File: config.mk
export PLATFORM = sky130hd
export DESIGN_NAME = cpu_trace_monitor
export DESIGN_NICKNAME = d
export VERILOG_FILES = /design/src/rtl/cpu_dbg_pkg.sv /design/src/rtl/trace_fifo.sv /design/src/rtl/cpu_trace_monitor.sv
export SDC_FILE = /design/constraint.sdc
export NUM_CORES = 1
export LEC_CHECK = 0
export CORE_MARGIN = 2
export CORE_UTILIZATION = 29
export CTS_CLUSTER_SIZE = 14
export DETAILED_ROUTE_END_ITERATION = 6
export GPL_ROUTABILITY_DRIVEN = 0
export PLACE_DENSITY = 0.42
export SYNTH_ARGS = -nofsm -noshare
export SYNTH_HDL_FRONTEND = slang
export SYNTH_SLANG_ARGS = --single-unit
File: constraint.sdc
create_clock -name clk -period 7.1 [get_ports clk]
set_input_delay 2.13 -clock clk [delete_from_list [all_inputs] [get_ports clk]]
set_output_delay 2.13 -clock clk [all_outputs]
set_load 0.1 [all_outputs]
File: src/rtl/cpu_dbg_pkg.sv
// cpu_dbg_pkg: run-state encodings and halt-cause codes shared by the trace monitor.
`default_nettype none

package cpu_dbg_pkg;

  typedef enum logic [1:0] {
    ST_IDLE   = 2'd0,
    ST_RUN    = 2'd1,
    ST_HALTED = 2'd2
  } state_t;

  localparam logic [1:0] HALT_CAUSE_NONE  = 2'd0;
  localparam logic [1:0] HALT_CAUSE_PC    = 2'd1;
  localparam logic [1:0] HALT_CAUSE_LIMIT = 2'd2;
  localparam logic [1:0] HALT_CAUSE_REQ   = 2'd3;

endpackage

`default_nettype wire

File: src/rtl/trace_fifo.sv
// trace_fifo: DEPTH-entry register FIFO with overwrite-oldest or drop-newest overflow policy.
`default_nettype none

module trace_fifo #(
  parameter int WIDTH = 64,
  parameter int DEPTH = 16
) (
  input  logic                       clk,
  input  logic                       rstn,
  input  logic                       clear,
  input  logic                       push,
  input  logic                       wrap_mode,
  input  logic [WIDTH-1:0]           wdata,
  input  logic                       rd_ready,
  output logic                       rd_valid,
  output logic [WIDTH-1:0]           rd_data,
  output logic [$clog2(DEPTH):0]     count,
  output logic                       drop
);

  localparam int AW = $clog2(DEPTH);
  localparam int CW = AW + 1;
  localparam logic [AW-1:0] PTR_ONE  = AW'(1);
  localparam logic [CW-1:0] CNT_ONE  = CW'(1);
  localparam logic [CW-1:0] CNT_FULL = CW'(DEPTH);

  logic [WIDTH-1:0] mem [DEPTH];
  logic [AW-1:0]    wr_ptr;
  logic [AW-1:0]    rd_ptr;
  logic             full;
  logic             empty;
  logic             pop;
  logic             wr_en;
  logic             overwrite;

  assign full  = (count == CNT_FULL);
  assign empty = (count == '0);
  // An empty buffer ignores rd_ready: there is no same-cycle bypass.
  assign pop   = rd_ready && !empty;

  assign wr_en     = push && (!full || pop || wrap_mode);
  assign overwrite = push && full && !pop && wrap_mode;
  assign drop      = push && full && !pop;

  assign rd_valid = !empty;
  assign rd_data  = mem[rd_ptr];

  always_ff @(posedge clk) begin
    if (wr_en && !clear) begin
      mem[wr_ptr] <= wdata;
    end
  end

  always_ff @(posedge clk or negedge rstn) begin
    if (!rstn) begin
      wr_ptr <= '0;
      rd_ptr <= '0;
      count  <= '0;
    end else if (clear) begin
      wr_ptr <= '0;
      rd_ptr <= '0;
      count  <= '0;
    end else begin
      if (wr_en) begin
        wr_ptr <= wr_ptr + PTR_ONE;
      end
      // Overwriting when full retires the oldest entry, so the head moves too.
      if (pop || overwrite) begin
        rd_ptr <= rd_ptr + PTR_ONE;
      end
      if (wr_en && !pop && !overwrite) begin
        count <= count + CNT_ONE;
      end else if (pop && !wr_en) begin
        count <= count - CNT_ONE;
      end
    end
  end

endmodule

`default_nettype wire

File: src/rtl/cpu_trace_monitor.sv
// cpu_trace_monitor: commit-trace capture with HALT_PC / cycle-budget / external halt detection.
`default_nettype none

module cpu_trace_monitor
  import cpu_dbg_pkg::*;
#(
  parameter int              XLEN       = 32,
  parameter int              DEPTH      = 16,
  parameter int              CNT_W      = 16,
  parameter int              MAX_CYCLES = 10000,
  parameter logic [XLEN-1:0] HALT_PC    = 32'hFFFFFFFC
) (
  input  logic                       clk,
  input  logic                       rstn,
  input  logic                       start,
  input  logic                       clear,
  input  logic                       wrap_mode,
  input  logic                       halt_req,
  input  logic                       commit_valid,
  input  logic [XLEN-1:0]            pc,
  input  logic [31:0]                instr,
  output logic                       rd_valid,
  input  logic                       rd_ready,
  output logic [XLEN+31:0]           rd_data,
  output logic [$clog2(DEPTH):0]     count,
  output logic                       halted,
  output logic [1:0]                 halt_cause,
  output logic [CNT_W-1:0]           cycle_cnt,
  output logic [CNT_W-1:0]           drop_cnt
);

  localparam logic [CNT_W-1:0] CNT_MAX  = '1;
  localparam logic [CNT_W-1:0] CNT_ONE  = CNT_W'(1);
  localparam logic [CNT_W-1:0] LIMIT_M1 = CNT_W'(MAX_CYCLES - 1);

  state_t     state;
  state_t     state_nxt;
  logic [1:0] cause_nxt;
  logic       push;
  logic       limit_hit;
  logic       fifo_drop;

  assign limit_hit = (MAX_CYCLES != 0) && (cycle_cnt == LIMIT_M1);
  assign halted    = (state == ST_HALTED);

  always_comb begin
    state_nxt = state;
    cause_nxt = halt_cause;
    push      = 1'b0;
    case (state)
      ST_IDLE: begin
        if (start) state_nxt = ST_IDLE == ST_IDLE ? ST_RUN : ST_IDLE;
      end
      ST_RUN: begin
        push = commit_valid;
        if (commit_valid && (pc == HALT_PC)) begin
          state_nxt = ST_HALTED;
          cause_nxt = HALT_CAUSE_PC;
        end else if (limit_hit) begin
          state_nxt = ST_HALTED;
          cause_nxt = HALT_CAUSE_LIMIT;
        end else if (halt_req) begin
          state_nxt = ST_HALTED;
          cause_nxt = HALT_CAUSE_REQ;
        end
      end
      default: ;
    endcase
    if (clear) begin
      state_nxt = ST_IDLE;
      cause_nxt = HALT_CAUSE_NONE;
      push      = 1'b0;
    end
  end

  always_ff @(posedge clk or negedge rstn) begin
    if (!rstn) begin
      state      <= ST_IDLE;
      halt_cause <= HALT_CAUSE_NONE;
    end else begin
      state      <= state_nxt;
      halt_cause <= cause_nxt;
    end
  end

  // Both counters saturate rather than wrap.
  always_ff @(posedge clk or negedge rstn) begin
    if (!rstn) begin
      cycle_cnt <= '0;
      drop_cnt  <= '0;
    end else if (clear) begin
      cycle_cnt <= '0;
      drop_cnt  <= '0;
    end else begin
      if ((state == ST_RUN) && (cycle_cnt != CNT_MAX)) begin
        cycle_cnt <= cycle_cnt + CNT_ONE;
      end
      if (fifo_drop && (drop_cnt != CNT_MAX)) begin
        drop_cnt <= drop_cnt + CNT_ONE;
      end
    end
  end

  trace_fifo #(
    .WIDTH (XLEN + 32),
    .DEPTH (DEPTH)
  ) u_fifo (
    .clk       (clk),
    .rstn      (rstn),
    .clear     (clear),
    .push      (push),
    .wrap_mode (wrap_mode),
    .wdata     ({pc, instr}),
    .rd_ready  (rd_ready),
    .rd_valid  (rd_valid),
    .rd_data   (rd_data),
    .count     (count),
    .drop      (fifo_drop)
  );

endmodule

`default_nettype wire
==> results.md, run 1 <==
* Main synth FF type: edfxtp_1
* Post-Syn Nets at roughly 1,800
* Setup violations, final at 0
* Std-Cell Rows at 138
* Max_slew headroom at 0.196
* H-tree depth at 3
* Worst path slowest cell: clkdlybuf4s50_1
* RSZ-0062 raised after global routing: no
* Largest cells by area after synthesis: edfxtp_1, mux4_2, dfrtp_1
* Share of the synthesized area in the top cell type at 0.745
* Hpwl dp at ~60,000 um
* Post-route ant nets at 0
* Clk root buf: clkbuf_16
* Port bufs at 176
* CTS sink cnt at 1,073
* Worst Reg-to-Reg Cells at 6
* Reg clk slew, reported paths at ~0.060 ns
* First-pass GRT wire length at ~160,000 um
* Nets at 2,115
* Post-CTS Setup Repair Bufs at 0
* Drt initial violations at 1,554
* Syn Area/Cell at approximately 24 sq um
* Post-Route WL at between 100,000 and 150,000 um
* Fin. Hold Viols at 0
* Routed length per instance at 27.0 um
* Clk_skew at around 0.03 ns
* Arrival @ worst endpoint at ~4.2 ns
* Mapped Area at a little over 40,000 sq um
* Reg2reg end: u_fifo.mem[0][18]
* Die ar. at between 100,000 and 150,000 sq um
* FMAX at approximately 160 MHz
* Core area at about 140,000 sq um
* TritonCTS clock tree: built
* Crit path required time at approximately 5.0 ns
* CP cell instances: buf_12, buf_12, mux4_2, mux4_2, clkdlybuf4s50_1
* Register area share after synthesis at 0.774
* Netlist cell types at 55
* Io pins at roughly 180
* P_leak at between 15 and 20 nW
* Area grow syn2layout at 20.8%
* Post-cts hold buffer count at 0
* Starting Density at 0.292
* GRT overflow at 0
* Tot GR Track Use at 0.150
* Area leader, netlist: edfxtp_1
* Count of state elements after synthesis at between 1,000 and 1,500
* Peak VDD IR at slightly below 0.2 mV
* Critical Path Start: u_fifo.rd_ptr[0]
* FF-to-FF Start: state[0]
* Vias in the first global route at around 21,000
* CP Launch Type: flop
* Vias per cell at slightly below 5
* Worst Path Buf+Inv at 3
* Post_cts resized at 0
* Die height at around 380 um
* Post-synth EDFFs at approximately 1,000
* Yosys warns at 0
* Worst Tran Pin Value at 1.20 ns
* Max clock buf depth at 3
* Share of cells above drive strength 1 at 0.287
* Max-cap violations at 0
* Die Width at about 380 um
* Crit. path cell count at 5
* Status: finished with violations
* DRT Pass-1 Iters at 7
* Mapped Cells at 1,746
* Setup crit end kind: output pin
* Power Total at 0.0169 W
* Worst setup path end: rd_data[15]
* Vias at 19,300
* Total CTS buffers at 118
* Fill cell count at around 13,000
* Slowest cell delay on critical path at ~0.99 ns
* Violated checks: DRC
* DRC Markers at 2
* Hold path cells at 1
* Clk_lat worst skew at between 0.7 and 0.8 ns
* Final Cycle Share at 0.893
* CP top delay family: buffers and inverters
* FF-to-FF setup slack at between 3 and 4 ns
* Largest net degree at the start of global routing at 60
* Setup TNS at 0 ns
* Crit-path max FO at 39
* Final slew viol count at 0
* PwrDens at about 340 nW/um^2
* CP Class: flop to output pin
* Async set or reset register ratio after synthesis at 0.0457
* Initial antenna violation count at 11
* Minimum clock period at about 6.3 ns
* Commonest cells after routing, fill and taps aside: edfxtp_1, mux4_2, clkdlybuf4s50_1
* Worst hold path type: flop to flop
* Most common cell after layout, fill and taps aside: edfxtp_1
-- where the power goes --
part / internal [W] / leakage, nW / total [W] / switching [W]
clock: 0.00364 / 1.90 / 0.00617 / 0.00254
combinational: 0.00143 / 3.38 / 0.00364 / 0.00221
sequential: 0.00696 / 9.87 / 0.00705 / 0.0000908
-- worst min-delay path by stage --
stage | endpoint | slack, ns | from
floorplan | u_fifo.wr_ptr[3] | 0.55 | u_fifo.wr_ptr[3]
global placement | halt_cause[1] | 0.54 | halt_cause[1]
detailed placement | halt_cause[1] | 0.54 | halt_cause[1]
CTS | halt_cause[1] | 0.57 | halt_cause[1]
global route | halt_cause[1] | 0.59 | halt_cause[1]
finish | halt_cause[1] | 0.56 | halt_cause[1]
-- flip-flops by register name, summed over array words and instances, names as in the netlist --
register,cells
u_fifo.count,5
drop_cnt,16
halt_cause,2
state,2
u_fifo.wr_ptr,4
u_fifo.rd_ptr,4
u_fifo.mem,1024
cycle_cnt,16
-- layout make-up --
class,count,area (sq um),share of cell area
Antenna cell,2,5.00,0.000100
Clock buffer,140,3080,0.0617
Clock inverter,83,856,0.0172
Inverter,8,30.0,0.000602
Multi-Input combinational cell,584,8990,0.180
Sequential cell,1073,32000,0.641
Tap cell,1890,2360,0.0474
Timing Repair Buffer,246,2570,0.0516
-- logic make-up (layout without fill, tap and decap cells) --
group,count (synthesis),after routing,share of synthesized area
buf+inv,89,477,0.00915
other cells,0,2,0
mux,328,328,0.177
fa+ha+maj,12,12,0.00382
compound gates,38,38,0.00657
simple gates,173,173,0.0227
xor+xnor,33,33,0.00700
flops,1073,1073,0.774
-- per-stage QoR --
| stage | area (sq um) | setup WS (ns) | instances | util | hold WS [ns] |
|---|---|---|---|---|---|
| floorplan | 41300 | 2.02 | 1746 | - | 0.553 |
| global placement | 45900 | 1.44 | 3801 | 0.325 | 0.542 |
| detailed placement | 45900 | 1.43 | 3801 | 0.325 | 0.538 |
| CTS | 49900 | 0.597 | 4024 | 0.353 | 0.569 |
| global route | 49900 | 0.560 | 4025 | 0.353 | 0.592 |
| finish | 49900 | 0.756 | 4026 | 0.353 | 0.562 |
-- metal layers --
layer / up-vias / routed length, um / track usage
met3: 155 / 5250 / 0.0313
met2: 434 / 52700 / 0.244
met1: 10700 / 48500 / 0.203
met5: - / 80 / 0
met4: 14 / 2280 / 0.0434
li1: 8076 / - / -
-- worst register-to-register path: cells and delay by family, from the launching register on --
family,cells,cell delay (ns)
DFF,1,0.48
buffers and inverters,2,0.55
and+or+nand+nor,3,1.47
AOI/OAI and AO/OA,1,0.40
-- Yosys cell counts (all sizes together), types with 2 or more instances --
master and instances:
nor4b 2, nor2 51, xor2 7, ha 11, a21o 2, mux4 320, o21a 2, mux2 5
o211a 2, or3 4, o21ai 10, xnor2 26, and3 3, a31oi 2, edfxtp 1024, nor3 14
and4 5, dfrtp 49, inv 8, buf 33, and2 18, clkbuf 48, a21oi 10, nor2b 4
nor4 8, mux2i 3, o2111ai 3, nand3 18, nand4 15, nor3b 6, nand2 15, nand4b 2
(Power assumes the default switching activity.)
==> inputs of run 2 (changes only) <==
--- a/config.mk
+++ b/config.mk
@@ -5,8 +5,10 @@
 export SDC_FILE = /design/constraint.sdc
 export NUM_CORES = 1
 export LEC_CHECK = 0
+export CAP_MARGIN = 30
 export CORE_MARGIN = 2
 export CORE_UTILIZATION = 29
+export CTS_BUF_LIST = sky130_fd_sc_hd__clkbuf_8
 export CTS_CLUSTER_SIZE = 14
 export DETAILED_ROUTE_END_ITERATION = 6
 export GPL_ROUTABILITY_DRIVEN = 0
==> run 2 against run 1 <==
Effect of this change:
- the flow now finishes without violations
- flip-flop and latch count unchanged
- maximum frequency shrank 2.2%
- hold slack got worse by 0.0073 ns
- die area is the same
- clock power fell by 17%
- utilization down 0.15 points
- critical path type unchanged
- critical endpoint unchanged
- largest cell class unchanged
==> results.md, run 2 (synthesis gave the netlist of run 1 again) <==
* Status: completed
* Hpwl dp at 59,900 um (+0.12%)
* Port bufs at 176 (unchanged)
* Initial antenna violation count at 12 (+1)
* CP cell instances: buf_12, buf_12, mux4_2, mux4_2, clkdlybuf4s50_1
* Reg clk slew, reported paths at 0.07 ns (about the same)
* GRT overflow at 0 (unchanged)
* Clk root buf: clkbuf_8
* Largest reg by FF count: u_fifo.mem
* Die height at 381 um (unchanged)
* Total CTS buffers at 187 (+58%)
* Worst Tran Pin Value at 1.02 ns (-0.181 ns)
* Worst hold path type: flop to flop
* Starting Density at 0.292 (unchanged)
* Vias at 19,700 (+2.0%)
* DRT Pass-1 Iters at 5 (-2)
* Crit path required time at 4.97 ns (about the same)
* DRC Markers at 0 (-2)
* Hold path cells at 1 (unchanged)
* Max-cap violations at 0 (unchanged)
* Hold Path Origin: halt_cause[1]
* Setup WS pre-CTS at 1.43 ns (+0.00482 ns)
* Arrival @ worst endpoint at 4.36 ns (+0.15 ns)
* TritonCTS clock tree: built
* Worst setup margin at 0.610 ns (-0.146 ns)
* Die ar. at 145,000 sq um (unchanged)
* Final slew viol count at 0 (unchanged)
* Commonest cells after routing, fill and taps aside: edfxtp_1, mux4_2, clkbuf_8
* Worst path slowest cell: clkdlybuf4s50_1
* Post-route ant nets at 0 (unchanged)
* CP Launch Type: flop
* Area grow syn2layout at 20.3%
* Fin. Hold Viols at 0 (unchanged)
* Max clock buf depth at 3 (unchanged)
* Post-cts hold buffer count at 0 (unchanged)
* Fill cell count at 13,000 (+0.86%)
* Final Cycle Share at 0.914 (+0.0205)
* FF-to-FF Start: state[0]
* First-pass GRT wire length at 158,000 um (+1.4%)
* Vias in the first global route at 21,600 (+2.7%)
* Peak VDD IR at 0.186 mV (-6.1%)
* Reg2reg end: u_fifo.mem[2][25]
* Nets at 2,199 (+4.0%)
* Die Width at 381 um (unchanged)
* FF-to-FF setup slack at 3.85 ns (+0.04 ns)
* Io pins at 177 (unchanged)
* Number of flip-flops in the largest register at 1,024 (unchanged)
* H-tree depth at 4 (+1)
* Setup crit end kind: output pin
* Top flop regs: u_fifo.mem (1024), cycle_cnt (16), drop_cnt (16)
* Crit-path max FO at 39 (unchanged)
* CTS sink cnt at 1,073 (unchanged)
* Post-CTS Setup Repair Bufs at 0 (unchanged)
* Hold EP: halt_cause[1]
* Vias per cell at 4.76 (-0.88%)
* Core area at 141,000 sq um (unchanged)
* Max_slew headroom at 0.317 (+0.121)
* Drt initial violations at 1,557 (+0.19%)
* FMAX at 154 MHz (-2.2%)
* CP Class: flop to output pin
* Clk_skew at 0.0404 ns (+0.0108 ns)
* Largest net degree at the start of global routing at 60 (unchanged)
* Routed length per instance at 26.6 um (-1.7%)
* Most common cell after layout, fill and taps aside: edfxtp_1
* P_leak at 15.4 nW (+1.4%)
* Std-Cell Rows at 138 (unchanged)
* PwrDens at 321 nW/um^2 (-4.9%)
* Placed Cells incl. Taps at 3,815 (+0.37%)
* Setup violations, final at 0 (unchanged)
* Layout Cells excl Fill at 4,143 (+2.9%)
* Slowest cell delay on critical path at 1.00 ns (about the same)
* Worst Path Buf+Inv at 3 (unchanged)
* Clk_lat worst skew at 0.87 ns (+0.14 ns)
* Worst Reg-to-Reg Cells at 6 (unchanged)
* Setup TNS at 0 ns (unchanged)
* Tot GR Track Use at 0.153 (+0.00261)
* Post_cts resized at 0 (unchanged)
* RSZ-0062 raised after global routing: no
* Post-Route WL at 110,000 um (+1.2%)
* Minimum clock period at 6.49 ns (+0.146 ns)
* CP top delay family: buffers and inverters
* Share of cells above drive strength 1 at 0.299 (+0.0120)
==> run 2: changes by cell type in the layout (fill, tap and decap cells not counted), sizes merged <==
cell and delta:
bufinv -13, buf +14, clkinvlp -4, diode +2, inv +76, clkinv -10
clkbuf +52
==> run 2: worst register-to-register path: stages (launching register included) <==
cell      delay [ns]
dfrtp_1         0.48
nor4bb_1        0.32
buf_4           0.20
o41a_1          0.41
nor3b_1         0.48
and2_4          0.63
buf_12          0.36
==> run 2: worst max path at each step <==
stage / startpoint / end / slack [ns] / depth (start not counted)
3_5_place_dp: u_fifo.rd_ptr[0] / rd_data[61] / 1.43 / 5
2_1_floorplan: clear / u_fifo.mem[0][0] / 2.02 / 6
5_1_grt: u_fifo.rd_ptr[0] / rd_data[15] / 0.37 / 5
3_3_place_gp: u_fifo.rd_ptr[0] / rd_data[61] / 1.44 / 5
4_1_cts: u_fifo.rd_ptr[0] / rd_data[61] / 0.41 / 5
6_report: u_fifo.rd_ptr[0] / rd_data[15] / 0.61 / 5
==> run 2: final cells by class <==
type                    instances  area (sq um)  share of cell area
clock buffers                 191          2630              0.0529
multi-input cells             584          8990               0.181
flip-flops and latches       1073         32000               0.644
diodes                          4          10.0            0.000202
inverters                       8          30.0            0.000605
clock inverters               132           679              0.0137
well taps                    1890          2360              0.0476
repair buffers                261          2980              0.0600
==> run 2: per-layer routing <==
layer,part of all wire,vias to the layer above,wire (um),GRT usage
met4,0.024,12,2590,0.0480
met5,0.00073,-,80,0
li1,-,8246,-,-
met3,0.049,178,5430,0.0362
met2,0.48,508,53100,0.244
met1,0.44,10800,48900,0.206
==> run 2: where the power goes <==
group	leakage [nW]	switching [W]	internal, W
clock	1.94	0.00253	0.00257
sequential	9.87	0.0000901	0.00697
combinational	3.57	0.00224	0.00157
total	15.4	0.00486	0.0111
==> run 2: metrics by stage <==
step	area, sq um	util	power, W	hold WS [ns]
CTS	49600	0.351	0.0163	0.560
global placement	45900	0.325	0.0109	0.542
finish	49700	0.351	0.0160	0.555
global route	49700	0.351	0.0167	0.586
detailed placement	46300	0.328	0.0111	0.543
floorplan	41300	-	0.00989	0.553
==> inputs of run 3 (changes only) <==
--- a/config.mk
+++ b/config.mk
@@ -7,12 +7,12 @@
 export LEC_CHECK = 0
 export CAP_MARGIN = 30
 export CORE_MARGIN = 2
-export CORE_UTILIZATION = 29
+export CORE_UTILIZATION = 55
 export CTS_BUF_LIST = sky130_fd_sc_hd__clkbuf_8
 export CTS_CLUSTER_SIZE = 14
 export DETAILED_ROUTE_END_ITERATION = 6
 export GPL_ROUTABILITY_DRIVEN = 0
-export PLACE_DENSITY = 0.42
+export PLACE_DENSITY = 0.71
 export SYNTH_ARGS = -nofsm -noshare
 export SYNTH_HDL_FRONTEND = slang
 export SYNTH_SLANG_ARGS = --single-unit
==> run 3 against run 2 <==
Effect of this change:
- register-to-register slack worse by 0.07 ns
- sequential power hardly changed
- utilization is 29 points higher
- critical path depth is 1 lower
- non-clock buffer count is 40 lower
- sequential share of layout area is 2.5 points higher
- die area is 47% lower
- combinational power is 5.8% lower
==> results.md, run 3 (synthesis gave the netlist of run 1 again) <==
* Status: completed
* Area grow syn2layout at 15.8%
* Worst hold path type: flop to flop
* FMAX at 158 MHz (+2.6%)
* Max_slew headroom at 0.293 (-0.0239)
* P_leak at 14.9 nW (-2.8%)
* Clk_skew at 0.0322 ns (-0.00824 ns)
* Arrival @ worst endpoint at 4.20 ns (-0.16 ns)
* FF-to-FF setup slack at 3.78 ns (-0.07 ns)
* Fin. Hold Viols at 0 (unchanged)
* Most common cell after layout, fill and taps aside: edfxtp_1
* Crit-path max FO at 48 (+23%)
* Fill cell count at 4,847 (-63%)
* Starting Density at 0.555 (+0.263)
* Multi-input logic area at 8990 sq um (unchanged)
* First-pass GRT wire length at 132,000 um (-16%)
* Storage cell area at 32,000 sq um (unchanged)
* Io pins at 177 (unchanged)
* GRT overflow at 0 (unchanged)
* Post-cts hold buffer count at 0 (unchanged)
* Share of cells above drive strength 1 at 0.275 (-0.0239)
* Drt initial violations at 1,893 (+22%)
* Minimum clock period at 6.33 ns (-0.164 ns)
* CP Class: flop to output pin
* Max-cap violations at 0 (unchanged)
* Die height at 278 um (-27%)
* Routed length per instance at 28.3 um (+6.5%)
* Worst Tran Pin Value at 1.06 ns (+0.0357 ns)
* Tot GR Track Use at 0.236 (+0.0835)
* Die ar. at 77,300 sq um (-47%)
* Top flop regs: u_fifo.mem (1024), cycle_cnt (16), drop_cnt (16)
* Final slew viol count at 0 (unchanged)
* Post-CTS Setup Repair Bufs at 0 (unchanged)
* Setup TNS at 0 ns (unchanged)
* Core area at 74,400 sq um (-47%)
* Final Cycle Share at 0.891 (-0.0231)
* Worst Reg-to-Reg Cells at 6 (unchanged)
* Std-Cell Rows at 100 (-28%)
* CTS sink cnt at 1,073 (unchanged)
* Crit path required time at 4.97 ns (about the same)
* Clk root buf: clkbuf_8
* Peak VDD IR at 0.229 mV (+23%)
* Largest reg by FF count: u_fifo.mem
* Hpwl dp at 46,600 um (-22%)
* DRT Pass-1 Iters at 5 (unchanged)
* Die Width at 278 um (-27%)
* Setup violations, final at 0 (unchanged)
* Hold path cells at 1 (unchanged)
* TritonCTS clock tree: built
* RSZ-0062 raised after global routing: no
* Vias in the first global route at 20,600 (-4.7%)
* CP Launch Type: flop
* Port bufs at 176 (unchanged)
* Initial antenna violation count at 4 (-8)
* Commonest cells after routing, fill and taps aside: edfxtp_1, mux4_2, clkdlybuf4s50_1
* Vias at 19,400 (-1.8%)
* PwrDens at 323 nW/um^2 (+0.37%)
* Total CTS buffers at 167 (-11%)
* Number of flip-flops in the largest register at 1,024 (unchanged)
* Final instance area at 47,800 sq um (-3.7%)
* DRC Markers at 0 (unchanged)
* Setup crit end kind: output pin
* Max clock buf depth at 3 (unchanged)
* Post-DP Area at 44,800 sq um (-3.4%)
* Clk_lat worst skew at 0.82 ns (-0.05 ns)
* Post-Route WL at 89,100 um (-19%)
* Vias per cell at 6.15 (+29%)
* H-tree depth at 4 (unchanged)
* Post_cts resized at 0 (unchanged)
* Nets at 2,139 (-2.7%)
* Reg clk slew, reported paths at 0.06 ns (about the same)
* Post-route ant nets at 0 (unchanged)
* Largest net degree at the start of global routing at 50 (-17%)
[run 3: metal layers]
layer | global-route usage | up-vias | wire length, um
li1 | - | 8112 | -
met1 | 0.321 | 10400 | 35400
met2 | 0.395 | 702 | 46600
met3 | 0.0479 | 130 | 5560
met4 | 0.0635 | 6 | 1520
met5 | 0 | - | 40
[run 3: critical path: stages (launching register included)]
cell             delay, ns
dfrtp_4               0.77
buf_12                0.42
mux4_2                0.56
mux4_2                0.60
clkdlybuf4s50_1       1.02
[run 3: final timing paths]
| kind | startpoint | endpoint |
|---|---|---|
| setup / recovery | u_fifo.rd_ptr[0] | rd_data[61] |
| hold / removal | halt_cause[1] | halt_cause[1] |
| setup reg to reg | state[0] | u_fifo.mem[1][27] |
| hold reg to reg | halt_cause[1] | halt_cause[1] |
| max in group asynchronous | rstn | u_fifo.rd_ptr[3] |
| min in group asynchronous | rstn | drop_cnt[9] |
[run 3: area by class of cell]
cell class              instances  area share
diodes                          1   0.0000523
clock buffers                 169      0.0486
clock inverters               124      0.0155
inverters                       8    0.000628
multi-input cells             584       0.188
flip-flops and latches       1073       0.669
well taps                     969      0.0253
repair buffers                221      0.0534
[run 3: metrics by stage]
step / hold WS [ns] / power, W / utilization / setup WS (ns) / std cells
after CTS: 0.578 / 0.0156 / 0.643 / 0.633 / 3148
final: 0.574 / 0.0154 / 0.643 / 0.774 / 3149
after global routing: 0.600 / 0.0160 / 0.643 / 0.616 / 3149
after floorplan: 0.553 / 0.00989 / - / 2.02 / 1746
after global placement: 0.539 / 0.0107 / 0.599 / 1.56 / 2849
after detailed placement: 0.560 / 0.0108 / 0.601 / 1.55 / 2855
[run 3: power by group]
part / switching (W) / internal [W] / total [W]
sequential: 0.0000956 / 0.00696 / 0.00706
clock: 0.00231 / 0.00247 / 0.00479
combinational: 0.00211 / 0.00147 / 0.00359
